==> config.mk <==
export PLATFORM = sky130hd
export DESIGN_NAME = narrow_store
export DESIGN_NICKNAME = d
export VERILOG_FILES = /design/src/rtl/narrow_store.sv
export SDC_FILE = /design/constraint.sdc
export NUM_CORES = 1
export LEC_CHECK = 0
export CAP_MARGIN = 20
export CORE_MARGIN = 2
export CORE_UTILIZATION = 40
export CTS_CLUSTER_DIAMETER = 200
export DETAILED_ROUTE_END_ITERATION = 10
export DONT_BUFFER_PORTS = 1
export PLACE_DENSITY = 0.55
export SYNTH_ARGS = -nofsm -noshare
export SYNTH_HDL_FRONTEND = slang
export SYNTH_SLANG_ARGS = --single-unit
==> constraint.sdc <==
create_clock -name clk -period 2.94 [get_ports clk]
set_input_delay 0.588 -clock clk [delete_from_list [all_inputs] [get_ports clk]]
set_output_delay 0.588 -clock clk [all_outputs]
set_load 0.005 [all_outputs]
==> src/rtl/narrow_store.sv <==
// narrow_store: narrows a 32-bit value to byte, halfword or word and writes it
// through a 16-bit memory port with a valid/ack handshake. Word stores are
// split into two halfword writes, low half first. Reports signed overflow of
// the narrowing and misaligned/illegal requests on a one-cycle done pulse.
module narrow_store #(
  parameter int ADDR_W = 32
) (
  input  logic              clk,
  input  logic              rst,
  input  logic              start,
  input  logic [1:0]        mode,
  input  logic [ADDR_W-1:0] addr,
  input  logic [31:0]       data_in,
  output logic              mem_we,
  output logic [ADDR_W-1:0] mem_addr,
  output logic [15:0]       mem_wdata,
  output logic [1:0]        mem_be,
  input  logic              mem_ack,
  output logic              busy,
  output logic              done,
  output logic              ovf,
  output logic              err
);

  typedef enum logic [1:0] {IDLE, WR0, WR1, FIN} state_t;

  localparam logic [1:0] MODE_BYTE = 2'b00;
  localparam logic [1:0] MODE_HALF = 2'b01;
  localparam logic [1:0] MODE_WORD = 2'b10;
  localparam logic [1:0] MODE_ILL  = 2'b11;

  state_t            state_reg, state_next;
  logic [31:0]       data_reg;
  logic [1:0]        mode_reg;
  logic [ADDR_W-1:0] addr_reg;
  logic              ovf_reg, err_reg;

  logic              req_err, req_ovf;
  logic              byte_fits, half_fits;

  // Classify the incoming request: the truncated value fits when every bit
  // above the kept sign bit equals that sign bit.
  always_comb begin
    byte_fits = (&data_in[31:7])  | ~(|data_in[31:7]);
    half_fits = (&data_in[31:15]) | ~(|data_in[31:15]);
    req_err   = (mode == MODE_ILL) || ((mode != MODE_BYTE) && addr[0]);
    req_ovf   = 1'b0;
    if (!req_err) begin
      case (mode)
        MODE_BYTE: req_ovf = ~byte_fits;
        MODE_HALF: req_ovf = ~half_fits;
        default:   req_ovf = 1'b0;
      endcase
    end
  end

  // State register plus request capture; status flags only change on an
  // accepted start so they stay readable after done.
  always_ff @(posedge clk) begin
    if (rst) begin
      state_reg <= IDLE;
      data_reg  <= '0;
      mode_reg  <= '0;
      addr_reg  <= '0;
      ovf_reg   <= 1'b0;
      err_reg   <= 1'b0;
    end else begin
      state_reg <= state_next;
      if (state_reg == IDLE && start) begin
        data_reg <= data_in;
        mode_reg <= mode;
        addr_reg <= addr;
        ovf_reg  <= req_ovf;
        err_reg  <= req_err;
      end
    end
  end

  // Next-state and memory port decode; the port is idle (all zero) outside
  // the two write states.
  always_comb begin
    state_next = state_reg;
    mem_we     = 1'b0;
    mem_addr   = '0;
    mem_wdata  = '0;
    mem_be     = 2'b00;
    case (state_reg)
      IDLE: begin
        if (start) state_next = req_err ? FIN : WR0;
      end
      WR0: begin
        mem_we = 1'b1;
        if (mode_reg == MODE_BYTE) begin
          mem_addr = {addr_reg[ADDR_W-1:1], 1'b0};
          if (addr_reg[0]) begin
            mem_be    = 2'b10;
            mem_wdata = {data_reg[7:0], 8'h00};
          end else begin
            mem_be    = 2'b01;
            mem_wdata = {8'h00, data_reg[7:0]};
          end
        end else begin
          mem_addr  = addr_reg;
          mem_be    = 2'b11;
          mem_wdata = data_reg[15:0];
        end
        if (mem_ack) state_next = (mode_reg == MODE_WORD) ? WR1 : FIN;
      end
      WR1: begin
        mem_we    = 1'b1;
        mem_addr  = addr_reg + ADDR_W'(2);
        mem_be    = 2'b11;
        mem_wdata = data_reg[31:16];
        if (mem_ack) state_next = FIN;
      end
      FIN: begin
        state_next = IDLE;
      end
      default: state_next = IDLE;
    endcase
  end

  // Status outputs derived from state and the held flags.
  always_comb begin
    busy = (state_reg != IDLE);
    done = (state_reg == FIN);
    ovf  = ovf_reg;
    err  = err_reg;
  end

endmodule

======== Yosys cells after proc, flatten, opt, wreduce, memory -nomap -nowiden ========
Index checks and enable logic that the tools add are counted.
word-level totals
  register bits after elaboration ......... 70
  input port bits ......................... 70
  output and inout bits ................... 55
  word-level logic and storage cells ...... 53
operators by class
  $add $sub $neg .......................... 1
  equal/unequal tests ..................... 9
  multiplexer cells ....................... 17
  bitwise gates (word level) .............. 6
  reductions and logical operators ........ 14
operators with widths
  kind                                           number
  one-hot mux 32 bit (2 select lines)            1
  adder 32 x 2 -> 32 bit, second input constant  1
  2-to-1 mux 16 bit                              2
  one-hot mux 16 bit (2 select lines)            1
  AND reduction 25 bit                           1
  OR reduction 25 bit                            1
  AND reduction 17 bit                           1
  OR reduction 17 bit                            1
  2-to-1 mux 2 bit                               6
  == test 2 bit, second input constant           4
  one-hot mux 2 bit (4 select lines)             1
  zero test 2 bit                                3
  inequality test 2 bit, second input constant   3
  == test 2 x 1 -> 1 bit, second input constant  2
  2-to-1 mux 1 bit                               4
  inverter 1 bit                                 4
  one-hot mux 2 bit (2 select lines)             1
  nonzero test 2 bit                             2
  AND reduction 3 bit                            1
  logical AND 1 bit                              2
  OR 1 bit                                       2
  one-hot mux 1 bit (2 select lines)             1
  OR reduction 2 bit                             1
  logical OR 1 bit                               1

======== Depth between registers and ports, before layout ========
Gate-level depths: netlist (run 1).
  word-level depth ........................ 6
  mapped depth ............................ 8
  depth with buffers taken out ............ 6

======== Worst setup path after synthesis (run 1) ========
No wires, ideal clock.
  path type ............................... register to output
  from .................................... reg addr_reg[2]
  to ...................................... out mem_addr[27]
  arrival time ............................ 1.855 ns
  required time ........................... 2.352 ns
  path slack .............................. 0.497 ns
  cell stages (with the launch flop) ...... 7
  buffers on the path ..................... 0
  cell sequence ........................... dfxtp_1 ha_1 nand2_1 nor4_4 nand3_2 o31a_1 a31oi_1
between the ends
  word-level cells in the longest chain between the ends .. 2
ends and longest elaborated chain
  element                              line  text
  from (decl)                          35    logic [ADDR_W-1:0] addr_reg;
  from (signal assigned)               72    addr_reg <= addr;
  adder 32 x 2 -> 32 bit               111   mem_addr = addr_reg + ADDR_W'(2);
  one-hot mux 32 bit (2 select lines)  87    case (state_reg)
  to (decl)                            15    output logic [ADDR_W-1:0] mem_addr,
No other way between the ends.

======== Final worst setup path (run 1) ========
  from .................................... reg addr_reg[2]
  to ...................................... out mem_addr[15]
Same word-level chain as after synthesis.

==> results of run 1 <==
-- power groups by stage --
stage               sequential, mW  clock [mW]  combinational (mW)
finish                        1.35       0.806                1.22
global route                  1.38       0.874                1.36
CTS                           1.33       0.828                1.20
detailed placement            1.36           0                1.19
global placement              1.35           0                1.17
floorplan                     1.28           0               0.881
-- cells in the mapped netlist, drive strengths merged, types with 2 or more instances --
| cell | count |
|---|---|
| o31ai | 5 |
| o41ai | 6 |
| o22ai | 2 |
| a21o | 2 |
| a41oi | 6 |
| and3 | 4 |
| nor2 | 39 |
| o311ai | 3 |
| or3 | 5 |
| a211oi | 2 |
| ha | 6 |
| a222oi | 8 |
| a22oi | 9 |
| clkbuf | 29 |
| a311oi | 4 |
| dfxtp | 70 |
| a31oi | 9 |
| inv | 11 |
| o21ai | 24 |
| nor4 | 12 |
| nor3 | 4 |
| or4 | 3 |
| nand4 | 17 |
| nand3 | 15 |
| buf | 11 |
| and2 | 2 |
| a21oi | 83 |
| nand2 | 162 |
-- cell families after synthesis --
kind of cell / Yosys count / synth area share, %
DFF: 70 / 35.0
adders and majority gates: 7 / 2.13
AOI/OAI and AO/OA: 166 / 25.3
and+or+nand+nor: 267 / 31.5
buffers and inverters: 53 / 6.04
-- worst paths after layout --
| path | startpoint | end | slack (ns) | depth (start not counted) |
|---|---|---|---|---|
| worst max-delay path | addr_reg[2]$_SDFFE_PP0P_ | mem_addr[15] | 0.15 | 6 |
| worst min register to register | data_reg[22]$_SDFFE_PP0P_ | data_reg[22]$_SDFFE_PP0P_ | 0.46 | 2 |
| worst min-delay path | rst | addr_reg[9]$_SDFFE_PP0P_ | 0.29 | 1 |
| worst max register to register | state_reg[0]$_SDFFE_PP0P_ | state_reg[1]$_SDFFE_PP0P_ | 1.06 | 7 |
-- final cells by class --
class / instances / area [um^2]
fillers: 1055 / 5280
multi-input cells: 440 / 2410
flip-flops and latches: 70 / 1410
repair buffers: 26 / 224
well taps: 133 / 166
clock buffers: 10 / 128
clock inverters: 6 / 71.3
inverters: 12 / 45.0
-- worst max-delay path: cells and delay by family (launching register included) --
family	cells	cell delay (ns)
DFF	1	0.41
AOI/OAI and AO/OA	1	0.22
and+or+nand+nor	4	0.95
adders and majority gates	1	0.27
-- routing by layer --
metal  wire length (um)  GRT usage, %  vias up
met2               5710          35.8      160
met5                  0             0        -
met3                907          5.89       21
met4                244          8.11        0
li1                   -             -     2015
met1               5620          30.1     1909
-- metrics by stage --
stage          area (um^2)  std cells
6_report              4450        697
5_1_grt               4450        697
4_1_cts               4400        697
3_5_place_dp          4200        681
3_3_place_gp          4200        681
2_1_floorplan         4000        563
-- placed cells by master (no fill, tap or decap), types with 9 or more instances in the layout --
master / count
a21oi_1: 83
nand2_1: 158
inv_1: 10
nand3_1: 11
a31oi_1: 9
nor2_1: 38
clkbuf_8: 9
dfxtp_1: 63
o21ai_0: 20
buf_4: 23
a22oi_1: 9
nand4_1: 15
-- what timing repair did --
item,CTS,global route
endpoints found under the setup margin,6,18
gates resized for setup,3,16
pin swaps,0,2
==> metrics.txt, run 1 <==
fin util 45.8%; Vias/cell ~5.9; Int Pwr 1.96 mW; DR pass1 iterations 8; count of input and output buffers 0; clock share of power 23.9%; layout cells sized above 1 12.2%; hold violation total from the final report 0; Die X 104 um; DRT antenna net count 0; switching pwr 1.41 mW; Worst Setup Slack, final between 0.1 and 0.15 ns; largest cells by area after synthesis dfxtp_1 35%, nand2_1 15%, a21oi_1 10%, nor2_1 3.7%, o21ai_0 2.6%; Pleak 1.53 nW; Avg Inst Size Synth 7.11 um^2; CTS Sinks 70; Post-synth EDFFs 0; Synth top area share a little over a third; Final setup viols 0; RSZ-0062 raised after global routing false; Pwr Density about 760 mW/mm^2; Final period util 95.0%; Placement Setup Slack just over 0.3 ns; peak fanout along the critical path 8; post-synthesis cell count 563; asr flop ratio synth 0%; Reg clk slew, reported paths about 0.09 ns; global-route wire length before repair 20100 um; Critical Path Source Type flop; setup_tns 0 ns; Max H-tree Level 3; hpwl dp 8960 um; Post CTS Setup Buffer Count 0; IR drop worst, VDD ~0.3 mV; GRT overflow 0; Final Power between 3 and 4 mW; min-delay worst type in2reg; WP data arrival 2.20 ns; post-synthesis sequential area ratio a little over a third; area of the core 0.00973 mm^2; CTS Buf Count 9; gr usage total between 20% and 30%; actual slew at the worst max-slew pin 0.679 ns; Initial Util 41.1%; DIE HEIGHT around 100 um; antenna cells 0; minimum clock period after layout ~2.8 ns; Ys Warns 0; Ports 125; hold slack approximately 0.29 ns; sw frac 41.9%; clk_lat worst skew 0.35 ns; WP data required 2.35 ns; Post-Route WL 12500 um; Flop pwr share 40.0%; vias 4105; Critical Path End Type primary output; area delta synth->final 11.3%; drt first-iter violations ~270; status complete, no violations; Clock Path Buffers 2; WL/cell 17.9 um; Synthesized Nets 639; Final nets 635; Hold-fix buffers, CTS 0; Maximum Capacitance Violations 0; largest net degree at the start of global routing ~70; area of the mapped netlist approximately 0.0040 mm^2; largest area contributor in the netlist dfxtp_1; #FFs+latches synth 70; die area 0.0108 mm^2; root buffer cell clkbuf_8; Crit Path Category reg2out; Slew headroom a little over half; slowest stage delay, CP 0.51 ns; fmax 358 MHz; initial antenna violation count 0; GPL Wtd Cong 0.884; Synth cell types 54; Slowest cell on crit path or4_1; final slew viol count 0; DR DRC count 0; Logic pwr share 36.1%; vias in the first global route 3836; Clock Skew 0.0103 ns; CTS tree yes; worst-path cell chain ha_2 -> nand2_2 -> nor3_2 -> nand2_1 -> or4_1 -> a21oi_1; Rows 36; top_reg_cell synth dfxtp_1
No activity file was read; power rests on OpenSTA's default activity.
==> inputs of run 2 (changes only) <==
--- a/config.mk
+++ b/config.mk
@@ -5,7 +5,6 @@
 export SDC_FILE = /design/constraint.sdc
 export NUM_CORES = 1
 export LEC_CHECK = 0
-export CAP_MARGIN = 20
 export CORE_MARGIN = 2
 export CORE_UTILIZATION = 40
 export CTS_CLUSTER_DIAMETER = 200
==> results of run 2 <==
Final layout, timing and power as in run 1 (identical DEF).
==> inputs of run 3 (changes only) <==
--- a/config.mk
+++ b/config.mk
@@ -7,7 +7,6 @@
 export LEC_CHECK = 0
 export CORE_MARGIN = 2
 export CORE_UTILIZATION = 40
-export CTS_CLUSTER_DIAMETER = 200
 export DETAILED_ROUTE_END_ITERATION = 10
 export DONT_BUFFER_PORTS = 1
 export PLACE_DENSITY = 0.55
==> results of run 3 <==
Final layout, timing and power as in run 1 (identical DEF).
